[config.mk]
export PLATFORM = sky130hd
export DESIGN_NAME = seq_pattern_detector
export DESIGN_NICKNAME = d
export VERILOG_FILES = /design/src/rtl/seq_det_pkg.sv /design/src/rtl/seq_det_matcher.sv /design/src/rtl/seq_pattern_detector.sv
export SDC_FILE = /design/constraint.sdc
export NUM_CORES = 1
export LEC_CHECK = 0
export CELL_PAD_IN_SITES_DETAIL_PLACEMENT = 1
export CELL_PAD_IN_SITES_GLOBAL_PLACEMENT = 1
export CORE_ASPECT_RATIO = 0.75
export CORE_UTILIZATION = 40
export DETAILED_ROUTE_END_ITERATION = 16
export HOLD_SLACK_MARGIN = 0.1
export PLACE_DENSITY_LB_ADDON = 0.2
export SYNTH_ARGS = -nofsm -noshare
export SYNTH_HDL_FRONTEND = slang
export SYNTH_HIERARCHICAL = 1
export SYNTH_SLANG_ARGS = --single-unit
[constraint.sdc]
create_clock -name clock -period 3 [get_ports clock]
set_input_delay 0.3 -clock clock [delete_from_list [all_inputs] [get_ports clock]]
set_output_delay 0.3 -clock clock [all_outputs]
set_load 0.03 [all_outputs]
[src/rtl/seq_det_pkg.sv]
// Shared definitions for the programmable serial sequence recognizer:
// FSM state encoding and default sizing.
package seq_det_pkg;

    localparam int DEF_MAX_LEN = 8;
    localparam int DEF_CNT_W   = 8;

    typedef enum logic [1:0] {
        ST_IDLE = 2'd0,
        ST_RUN  = 2'd1,
        ST_LOCK = 2'd2
    } state_t;

endpackage

[src/rtl/seq_det_matcher.sv]
// Combinational masked compare of the bit window {history,x} against the
// stored pattern; only the low len bits take part in the compare.
module seq_det_matcher
    import seq_det_pkg::*;
#(
    parameter int MAX_LEN = DEF_MAX_LEN,
    parameter int LEN_W   = $clog2(MAX_LEN + 1)
) (
    input  logic [MAX_LEN-1:0] window,
    input  logic [MAX_LEN-1:0] pattern,
    input  logic [LEN_W-1:0]   len,
    output logic               hit
);

    logic [MAX_LEN-1:0] mask;

    always_comb begin
        mask = '0;
        for (int i = 0; i < MAX_LEN; i++) begin
            mask[i] = (i < int'(len));
        end
    end

    assign hit = (((window ^ pattern) & mask) == '0);

endmodule

[src/rtl/seq_pattern_detector.sv]
// Programmable Mealy sequence recognizer with run-time pattern/length load.
// Define SEQ_PATTERN_DETECTOR_MATCH_CNT_EN to build the saturating match counter.
module seq_pattern_detector
    import seq_det_pkg::*;
#(
    parameter int MAX_LEN = DEF_MAX_LEN,
    parameter int LEN_W   = $clog2(MAX_LEN + 1),
    parameter int CNT_W   = DEF_CNT_W
) (
    input  logic               clock,
    input  logic               reset,
    input  logic               load,
    input  logic [MAX_LEN-1:0] pat_in,
    input  logic [LEN_W-1:0]   len_in,
    input  logic               overlap,
    input  logic               one_shot,
    input  logic               x_valid,
    input  logic               x,
    output logic               z,
    output logic               armed,
    output logic               done,
    output logic               err,
    output logic [CNT_W-1:0]   match_cnt
);

    state_t               state_q, state_d;
    logic [MAX_LEN-2:0]   history_q;
    logic [LEN_W-1:0]     fill_q;
    logic [MAX_LEN-1:0]   pat_q;
    logic [LEN_W-1:0]     len_q;
    logic                 overlap_q;
    logic                 one_shot_q;
    logic                 err_q;

    logic                 load_legal;
    logic [MAX_LEN-1:0]   window;
    logic [LEN_W:0]       fill_inc;
    logic                 fill_ok;
    logic                 hit;
    logic                 match;

    assign load_legal = (len_in != '0) && (int'(len_in) <= MAX_LEN);
    assign window     = {history_q, x};
    assign fill_inc   = {1'b0, fill_q} + {{LEN_W{1'b0}}, 1'b1};
    assign fill_ok    = (fill_inc >= {1'b0, len_q});

    seq_det_matcher #(
        .MAX_LEN (MAX_LEN),
        .LEN_W   (LEN_W)
    ) u_matcher (
        .window  (window),
        .pattern (pat_q),
        .len     (len_q),
        .hit     (hit)
    );

    // A load cycle never matches, even with a valid bit present.
    assign match = (state_q == ST_RUN) & x_valid & ~load & fill_ok & hit;

    always_ff @(posedge clock or negedge reset) begin
        if (!reset) begin
            state_q <= ST_IDLE;
        end else begin
            state_q <= state_d;
        end
    end

    always_comb begin
        state_d = state_q;
        if (load) begin
            state_d = load_legal ? ST_RUN : ST_IDLE;
        end else begin
            case (state_q)
                ST_IDLE: state_d = ST_IDLE;
                ST_RUN:  if (match && one_shot_q) state_d = ST_LOCK;
                ST_LOCK: state_d = ST_LOCK;
                default: state_d = ST_IDLE;
            endcase
        end
    end

    always_comb begin
        z     = match;
        armed = (state_q == ST_RUN);
        done  = (state_q == ST_LOCK);
        err   = err_q;
    end

    // Pattern configuration, bit history and fill level.
    always_ff @(posedge clock or negedge reset) begin
        if (!reset) begin
            history_q  <= '0;
            fill_q     <= '0;
            pat_q      <= '0;
            len_q      <= '0;
            overlap_q  <= 1'b0;
            one_shot_q <= 1'b0;
            err_q      <= 1'b0;
        end else if (load) begin
            if (load_legal) begin
                pat_q      <= pat_in;
                len_q      <= len_in;
                overlap_q  <= overlap;
                one_shot_q <= one_shot;
                err_q      <= 1'b0;
                history_q  <= '0;
                fill_q     <= '0;
            end else begin
                err_q <= 1'b1;
            end
        end else if ((state_q == ST_RUN) && x_valid) begin
            if (match && !overlap_q) begin
                history_q <= '0;
                fill_q    <= '0;
            end else begin
                history_q <= window[MAX_LEN-2:0];
                if (int'(fill_q) < MAX_LEN) begin
                    fill_q <= fill_q + LEN_W'(1);
                end
            end
        end
    end

`ifdef SEQ_PATTERN_DETECTOR_MATCH_CNT_EN
    logic [CNT_W-1:0] cnt_q;

    always_ff @(posedge clock or negedge reset) begin
        if (!reset) begin
            cnt_q <= '0;
        end else if (load) begin
            if (load_legal) cnt_q <= '0;
        end else if (match && (cnt_q != '1)) begin
            cnt_q <= cnt_q + CNT_W'(1);
        end
    end

    assign match_cnt = cnt_q;
`else
    assign match_cnt = '0;
`endif

endmodule

==> impl_metrics.json <==
{
  "crit_required_ns": 2.70,
  "routed-via-count": 1193,
  "crit_arrival_ns": 2.52,
  "final_common_cell": "dfrtp_1",
  "setup_viol": 0,
  "cts.sinks": 28,
  "hold_class": "primary input to asynchronous set/reset pin",
  "fin_setup_tns_ns": 0,
  "synth.distinct_cells": 42,
  "io_pins": 31,
  "syn-cell-area_um2": 1643,
  "die_y_um": 57.50,
  "clock_latency_ns": 0.28,
  "port_buffers": 22,
  "grt_pass1_wl_mm": 6.368,
  "cap_violations": 0,
  "grt_overflow_total": 0,
  "synth_xor_area_frac": 0.05331,
  "skew_ns": 0.004116,
  "cts_setup_buffers": 0,
  "synth-simple-area-share": 0.1439,
  "cts_tree": "built",
  "crit_path_start_kind": "flip-flop",
  "syn_area_per_cell_um2": 10.46,
  "synth_top_family_by_area": "compound AO/OA/AOI/OAI gates",
  "viasPerCell": 5.098,
  "nets": 209,
  "hpwl_mm": 2.796,
  "synthAdderAreaFrac": 0.05331,
  "initial_utilization": 0.4319,
  "clock_tree.buffer_depth": 2,
  "fp-row-count": 19,
  "drc": 0,
  "drive_gt1_frac": 0.1538,
  "diodes": 0,
  "fmax_mhz": 354.8,
  "synth_edf_count": 0,
  "gr-usage-all-layers": 0.1880,
  "synth-compound-area-share": 0.1439,
  "die_area_um2": 4370,
  "grt_max_degree": 29,
  "htree_levels": 1,
  "netlist_instances": 157,
  "numCtsBuffers": 3,
  "area_delta_synth_final_pct": 18.28,
  "vdd_drop_max_uv": 314.1,
  "antenna_found_initial": 0,
  "crit_fanout": 4,
  "power.density_nw_per_um2": 544.6,
  "critical_path_class": "flip-flop to output port",
  "avgRoutedWirePerCell_um": 15.54,
  "yosysWarningCount": 6,
  "synth_seq_cells": 28,
  "synthArstFlopShare": 1.000,
  "routabilityCongestion": 0.8624,
  "placed_cell_area_um2": 1889,
  "ant_nets": 0,
  "hold_viol": 0,
  "leakage_nw": 0.8625,
  "synth_mux_area_frac": 0.09825,
  "drtPass1Iterations": 4,
  "final_area_um2": 1943,
  "core_area_um2": 3804,
  "postLayoutCoreUtil": 0.5109,
  "postCtsHoldBufs": 0,
  "maxSlewViolCount": 0,
  "cp-end-kind": "output port",
  "reg2reg_depth": 10,
  "wirelength_mm": 3.637,
  "die_w_um": 76,
  "most-common-layout-cells": "dfrtp_1 (28), clkdlybuf4s50_1 (21), nand2_1 (19), mux2_2 (11)",
  "period_needed_ns": 2.819,
  "status": "finished, final reports clean",
  "clk_pin_slew_ns": 0.09,
  "synth_top_flop_cell": "dfrtp_1",
  "ys_seq_area_frac": 0.4265,
  "rsz0062_at_grt": "no",
  "fin_crit_sh": 0.9396,
  "initialDrtViolationCount": 64,
  "total_power_mw": 1.058,
  "first_global_vias": 1243,
  "holdWs_ns": 0.4032,
  "cts_root_buf": "clkbuf_8"
}
-- what timing repair did --
action                                  in CTS  in global routing
endpoints found under the setup margin       1                  0
endpoints found under the hold margin        0                  0
resized for setup                            1                  0
-- worst max-delay path, cell delays in order, from the launching register on --
cell	delay [ns]
dfrtp_1	0.44
ha_1	0.27
xor2_1	0.17
ha_1	0.30
a21o_1	0.16
a31oi_1	0.28
inv_1	0.07
a21oi_1	0.15
nor2_1	0.06
dlygate4sd2_1	0.35
-- worst paths after layout --
| path | startpoint | slack, ns | endpoint |
|---|---|---|---|
| max | fill_q[0] | 0.18 | z |
| min in group clock | history_q[6] | 0.52 | history_q[6] |
| max in group asynchronous | reset | 2.32 | history_q[2] |
| min reg2reg | history_q[6] | 0.52 | history_q[6] |
| max reg2reg | len_q[3] | 0.26 | fill_q[0] |
| min | reset | 0.40 | history_q[1] |
-- final cells by class --
type	count	area, um^2
inverter	9	33.78
tap	52	65.06
fill	432	1861
timing repair buffer	26	249.0
multi-input combinational	115	839.6
sequential	28	700.7
clock buffer	4	55.05
-- registers in the layout (all words and copies together) (netlist names) --
| name | count |
|---|---|
| len_q | 4 |
| one_shot_q | 1 |
| overlap_q | 1 |
| fill_q | 4 |
| pat_q | 8 |
| history_q | 7 |
| state_q | 2 |
| err | 1 |
-- metrics by stage --
step / std cells / setup slack [ns]
6_report: 234 / 0.1812
5_1_grt: 234 / 0.005840
4_1_cts: 234 / 0.1768
3_5_place_dp: 230 / 0.2498
3_3_place_gp: 230 / 0.3653
2_1_floorplan: 164 / 0.6112
-- layer usage --
metal / up-vias / global-route usage / routed length, um
li1: 578 / - / -
met5: - / 0 / 0
met4: 0 / 0.03297 / 24
met2: 27 / 0.3000 / 1607
met3: 4 / 0.03840 / 142
met1: 584 / 0.2698 / 1863
-- synth_stat cells (3+ instances only) --
library cell | number | share of area
o21ai_0 | 6 | 0.018
nor2_1 | 6 | 0.014
dfrtp_1 | 28 | 0.43
xor2_1 | 9 | 0.048
ha_1 | 7 | 0.053
buf_4 | 8 | 0.037
inv_1 | 9 | 0.021
o21ai_1 | 7 | 0.021
nand4_1 | 3 | 0.011
nand2_1 | 19 | 0.043
a21oi_1 | 5 | 0.015
mux2_2 | 11 | 0.075
-- report_power, final --
part / leakage [nW] / total [mW] / switching [mW] / internal [mW]
Sequential: 0.354 / 0.487 / 0.0559 / 0.431
Clock: 0.0288 / 0.235 / 0.117 / 0.118
Combinational: 0.480 / 0.337 / 0.178 / 0.159
-- kinds of logic (layout without fill, tap and decap cells) --
| logic type | after synthesis | in the layout |
|---|---|---|
| AOI/OAI and AO/OA | 35 | 35 |
| xor gates and xnor gates | 10 | 10 |
| adders and majority gates | 7 | 7 |
| buffers and inverters | 21 | 39 |
| DFF | 28 | 28 |
| muxes | 13 | 13 |
| other | 1 | 8 |
| and+or+nand+nor | 42 | 42 |
Power figures use the tool's default switching activity.
==> patch 1, RTL diff (config.mk and constraints unchanged) <==
Encoding of `state_t`: now one-hot (3 bits for 3 states).
--- a/src/rtl/seq_det_pkg.sv
+++ b/src/rtl/seq_det_pkg.sv
@@ -5,10 +5,10 @@
     localparam int DEF_MAX_LEN = 8;
     localparam int DEF_CNT_W   = 8;
 
-    typedef enum logic [1:0] {
-        ST_IDLE = 2'd0,
-        ST_RUN  = 2'd1,
-        ST_LOCK = 2'd2
+    typedef enum logic [2:0] {
+        ST_IDLE = 3'b001,
+        ST_RUN  = 3'b010,
+        ST_LOCK = 3'b100
     } state_t;
 
 endpackage
Behaviour: same outputs for any inputs over 10 cycles, from zero or initial values and one cycle with reset low; not proved beyond that.
==> patch 1 against the original RTL <==
- count of clock-buffer cells in the layout increased by 3
- power decreased by 1.6%
- sequential share of layout area increased by 0.44 points
- fmax increased by 2.3%
- sequential cell count increased by 1
- cell area increased by 2.5%
- clock skew increased by 0.0014 ns
- setup slack improved by 0.064 ns
- synthesized area increased by 0.30%
- synthesized cell count increased by 3.2%
- wire length increased by 7.1%
- highest routed layer unchanged
==> patch 1: results (changes against the original RTL) <==
Global route
  – GRT Overall Usage: 20.25% (+1.4 points)
  – Vias in the first global route: 1380 (+11%)
  – M2 GR Usage: 31.82% (+1.8 points)
  – Met1 Track Usage GR: 27.59% (+0.61 points)
  – Met3 Use GR: 4.800% (+0.96 points)
  – Largest net degree at the start of global routing: 30 (+3.4%)
  – First-pass GRT wire length: 6699 µm (+5.2%)

Worst setup path
  – Worst reg-to-reg path cell count: 6 (-4)
  – Worst R2R End: fill_q[2]$_DFFE_PN0P_
  – R2R Setup Slk: 0.64 ns (+0.38 ns)
  – CP max FO: 9 (+5)
  – CP delay by family, top: simple AND/OR/NAND/NOR gates
  – Largest stage delay on the critical path: 0.48 ns (+0.04 ns)
  – R2r startpoint: fill_q[0]$_DFFE_PN0P_
  – Crit path DAT: 2.45 ns (-0.07 ns)

Place
  – Port Buffer Count: 22 (unchanged)
  – Routability Congestion: 0.8876 (+2.9%)
  – Detailed placement HPWL: 2931 µm (+4.8%)
  – Dpl cells: 235 (+2.2%)
  – Place WS: 0.2928 ns (+0.04295 ns)
  – Post-DP Area: 1907 µm² (+0.93%)

Final layout
  – ANT cells: 0 (unchanged)
  – Largest regs: pat_q (8), history_q (7)
  – NumNets Final: 214 (+2.4%)
  – Fillers: 439 (+1.6%)
  – Layout cells sized above 1: 14.21% (-1.2 points)

Route
  – Iter 0 DRT Violations: 50 (-22%)
  – Routed wl met3: 159 µm (+12%)
  – Met2 wire length: 1769 µm (+10%)
  – WL/cell: 16.10 µm (+3.6%)
  – Met1 wire length: 1948 µm (+4.6%)
  – Via density: 5.322 (+4.4%)
  – Vias: 1288 (+8.0%)

Yosys
  – Adder-cell share of the synthesized area: 3.797% (-1.5 points)
  – Commonest cells in the synthesized netlist: dfrtp_1 (28), nand2_1 (20), o21ai_0 (16), inv_1 (11), mux2_2 (11)
  – Post-synthesis mux area share: 8.884% (-0.94 points)
  – Post-synthesis async set-or-reset flop share: 100.0% (unchanged)
  – Xor/xnor share of the synthesized area: 5.315% (-0.016 points)
  – Sequential area share after synthesis: 44.12% (+1.5 points)
  – Syn Inst Count: 162 (+3.2%)
  – Compound-gate portion of the synthesized area: 16.40% (+2.0 points)
  – Top cells by area, synth: dfrtp_1 (43%), mux2_2 (7.5%), o21ai_0 (4.9%), xor2_1 (4.8%), nand2_1 (4.6%)
  – Cell variety after synth: 40 (-4.8%)

STA
  – Max_slew headroom: 47.06%
  – Worst Skew: 0.005518 ns (+0.001402 ns)
  – Hold Slack: 0.4102 ns (+0.007037 ns)

CTS
  – Setup bufs post-CTS: 0 (unchanged)
  – CTS-repair resized insts: 1 (unchanged)
  – Number of buffers created by CTS: 5 (+2)
  – Worst-path clk slew: 0.06 ns (-0.03 ns)
  – CTS HTree Levels: 2 (+1)
  – Buffer type at the clock tree root: clkbuf_8

Pwr
  – Leakage: 0.8545 nW (-0.93%)
  – Gate power share: 22.1% (-9.7 points)
  – Clock Power Share: 31.0% (+8.8 points)
  – P_sw: 318.1 µW (-9.3%)
  – Max VDD drop: 0.2554 mV (-19%)

Status
  – Status: completed
==> patch 1: through the flow <==
stage	total power, mW	utilization [%]
after CTS	1.051	52.37
after floorplan	0.6403	-
final	1.041	52.37
after global placement	0.7084	50.13
after detailed placement	0.7239	50.13
after global routing	1.098	52.37
==> patch 1: worst max path at each step <==
stage / endpoint / cells past startpoint / from / slack [ns]
finish: z / 7 / len_q[3]$_DFFE_PN0P_ / 0.25
global route: z / 7 / len_q[3]$_DFFE_PN0P_ / 0.17
CTS: z / 7 / len_q[3]$_DFFE_PN0P_ / 0.25
detailed placement: z / 7 / len_q[3]$_DFFE_PN0P_ / 0.29
global placement: z / 7 / len_q[3]$_DFFE_PN0P_ / 0.35
floorplan: z / 6 / len_q[3]$_DFFE_PN0P_ / 0.84
==> patch 1: final cells by class <==
class                   count  area (µm²)  area share (%)
clock buffers               7       86.33           4.334
inverters                  11       41.29           2.073
multi-input cells         118       830.8           41.71
flip-flops and latches     29       726.9           36.49
well taps                  52       65.06           3.266
repair buffers             25       241.5           12.12
==> patch 2, RTL diff (config.mk and constraints unchanged) <==
Made on the original files. The package constant `DEF_CNT_W` goes from 8 to 10.
--- a/src/rtl/seq_det_pkg.sv
+++ b/src/rtl/seq_det_pkg.sv
@@ -3,7 +3,7 @@
 package seq_det_pkg;
 
     localparam int DEF_MAX_LEN = 8;
-    localparam int DEF_CNT_W   = 8;
+    localparam int DEF_CNT_W   = 10;
 
     typedef enum logic [1:0] {
         ST_IDLE = 2'd0,
Ports: changed (resized match_cnt); port bits go from 31 to 33. No check against the original RTL was run, so the function may have changed too.
==> patch 2 against the original RTL <==
- power up 7.7%
- wire length up 6.2%
- non-clock buffer count up 1
- sequential cell count unchanged
- sequential power about the same
- cell area up 1.6%
- synthesized area up 0.91%
- setup slack better by 0.027 ns
- critical path type unchanged
- largest power group unchanged
- highest routed layer unchanged
==> patch 2: results (changes against the original RTL) <==
Route
  – Final wirelength: 3863 µm (+6.2%)
  – Via density: 5.241 (+2.8%)
  – Iter 0 DRT Violations: 95 (+48%)
  – Vias: 1242 (+4.1%)
  – Initial DRT Pass Iterations: 4 (unchanged)
  – # DRC: 0 (unchanged)

Yosys
  – Compound-gate portion of the synthesized area: 14.26% (-0.13 points)
  – Top cells by area, synth: dfrtp_1 (42%), mux2_2 (7.5%), ha_1 (5.3%), xor2_1 (4.8%), buf_4 (4.5%)
  – Syn Inst Count: 159 (+1.3%)
  – Commonest cells in the synthesized netlist: dfrtp_1 (28), nand2_1 (19), mux2_2 (11), buf_4 (10)
  – Adder-cell share of the synthesized area: 5.283% (-0.048 points)
  – Post-synthesis mux area share: 9.736% (-0.089 points)
  – Warning count from the yosys run: 6 (unchanged)
  – Sequential area share after synthesis: 42.26% (-0.39 points)
  – Cell variety after synth: 42 (unchanged)
  – Xor/xnor share of the synthesized area: 5.283% (-0.048 points)

Final layout
  – Layout cells sized above 1: 15.68% (+0.29 points)
  – Fillers: 434 (+0.46%)
  – ANT cells: 0 (unchanged)
  – NumNets Final: 212 (+1.4%)

Pwr
  – Pint: 771.1 µW (+9.0%)
  – Leakage: 0.8807 nW (+2.1%)
  – Clock Power Share: 26.6% (+4.4 points)
  – Comb. pwr: 350 µW (+4%)
  – Max VDD drop: 0.2796 mV (-11%)
  – Pwr/cell area: 577.1 nW/µm² (+6.0%)

Place
  – Dpl cells: 233 (+1.3%)
  – Routability Congestion: 0.8149 (-5.5%)
  – Place WS: 0.2717 ns (+0.02185 ns)
  – Detailed placement HPWL: 2959 µm (+5.8%)
  – Post-DP Area: 1904 µm² (+0.79%)
  – Port Buffer Count: 22 (unchanged)

Global route
  – Vias in the first global route: 1280 (+3.0%)
  – First-pass GRT wire length: 6624 µm (+4.0%)
  – GRT Overall Usage: 19.50% (+0.70 points)

STA
  – Hold Slack: 0.3939 ns (-0.009290 ns)
  – Worst Skew: 0.004001 ns (-0.0001147 ns)

Worst setup path
  – CP delay by family, top: adder cells
  – Crit path DAT: 2.49 ns (-0.03 ns)
  – Worst R2R End: fill_q[2]$_DFFE_PN0P_
  – Slowest CP cell: dfrtp_1

Job
  – Max-cap violations: 0 (unchanged)

Status
  – Status: completed

CTS
  – Buffer type at the clock tree root: clkbuf_8
  – Insertion delay to the later sink of the worst-skew pair: 0.28 ns (about the same)
  – Number of buffers created by CTS: 3 (unchanged)
  – Setup bufs post-CTS: 0 (unchanged)

Hold path
  – Class of the worst hold path: in2async
==> patch 2: layout make-up <==
cell class              count  area (µm²)  area share [%]
multi-input cells         117       847.1           42.90
flip-flops and latches     28       700.7           35.49
repair buffers             27       256.5           12.99
well taps                  52       65.06           3.295
clock buffers               3       41.29           2.091
inverters                   9       33.78           1.711
clock inverters             1       30.03           1.521
==> patch 2: layer usage <==
metal / wire, µm / global-route usage [%]
met5: 0 / 0
met4: 25 / 2.747
met3: 176 / 4.882
met2: 1881 / 33.72
met1: 1780 / 25.63
==> patch 2: worst max path at each step <==
stage	startpoint	end	slack (ns)	cells past startpoint
final	fill_q[0]$_DFFE_PN0P_	z	0.21	9
after global routing	fill_q[0]$_DFFE_PN0P_	z	0.004	9
after CTS	fill_q[0]$_DFFE_PN0P_	z	0.18	9
after detailed placement	fill_q[0]$_DFFE_PN0P_	z	0.27	9
after global placement	fill_q[0]$_DFFE_PN0P_	z	0.36	9
after floorplan	len_q[3]$_DFFE_PN0P_	fill_q[0]$_DFFE_PN0P_	0.61	9
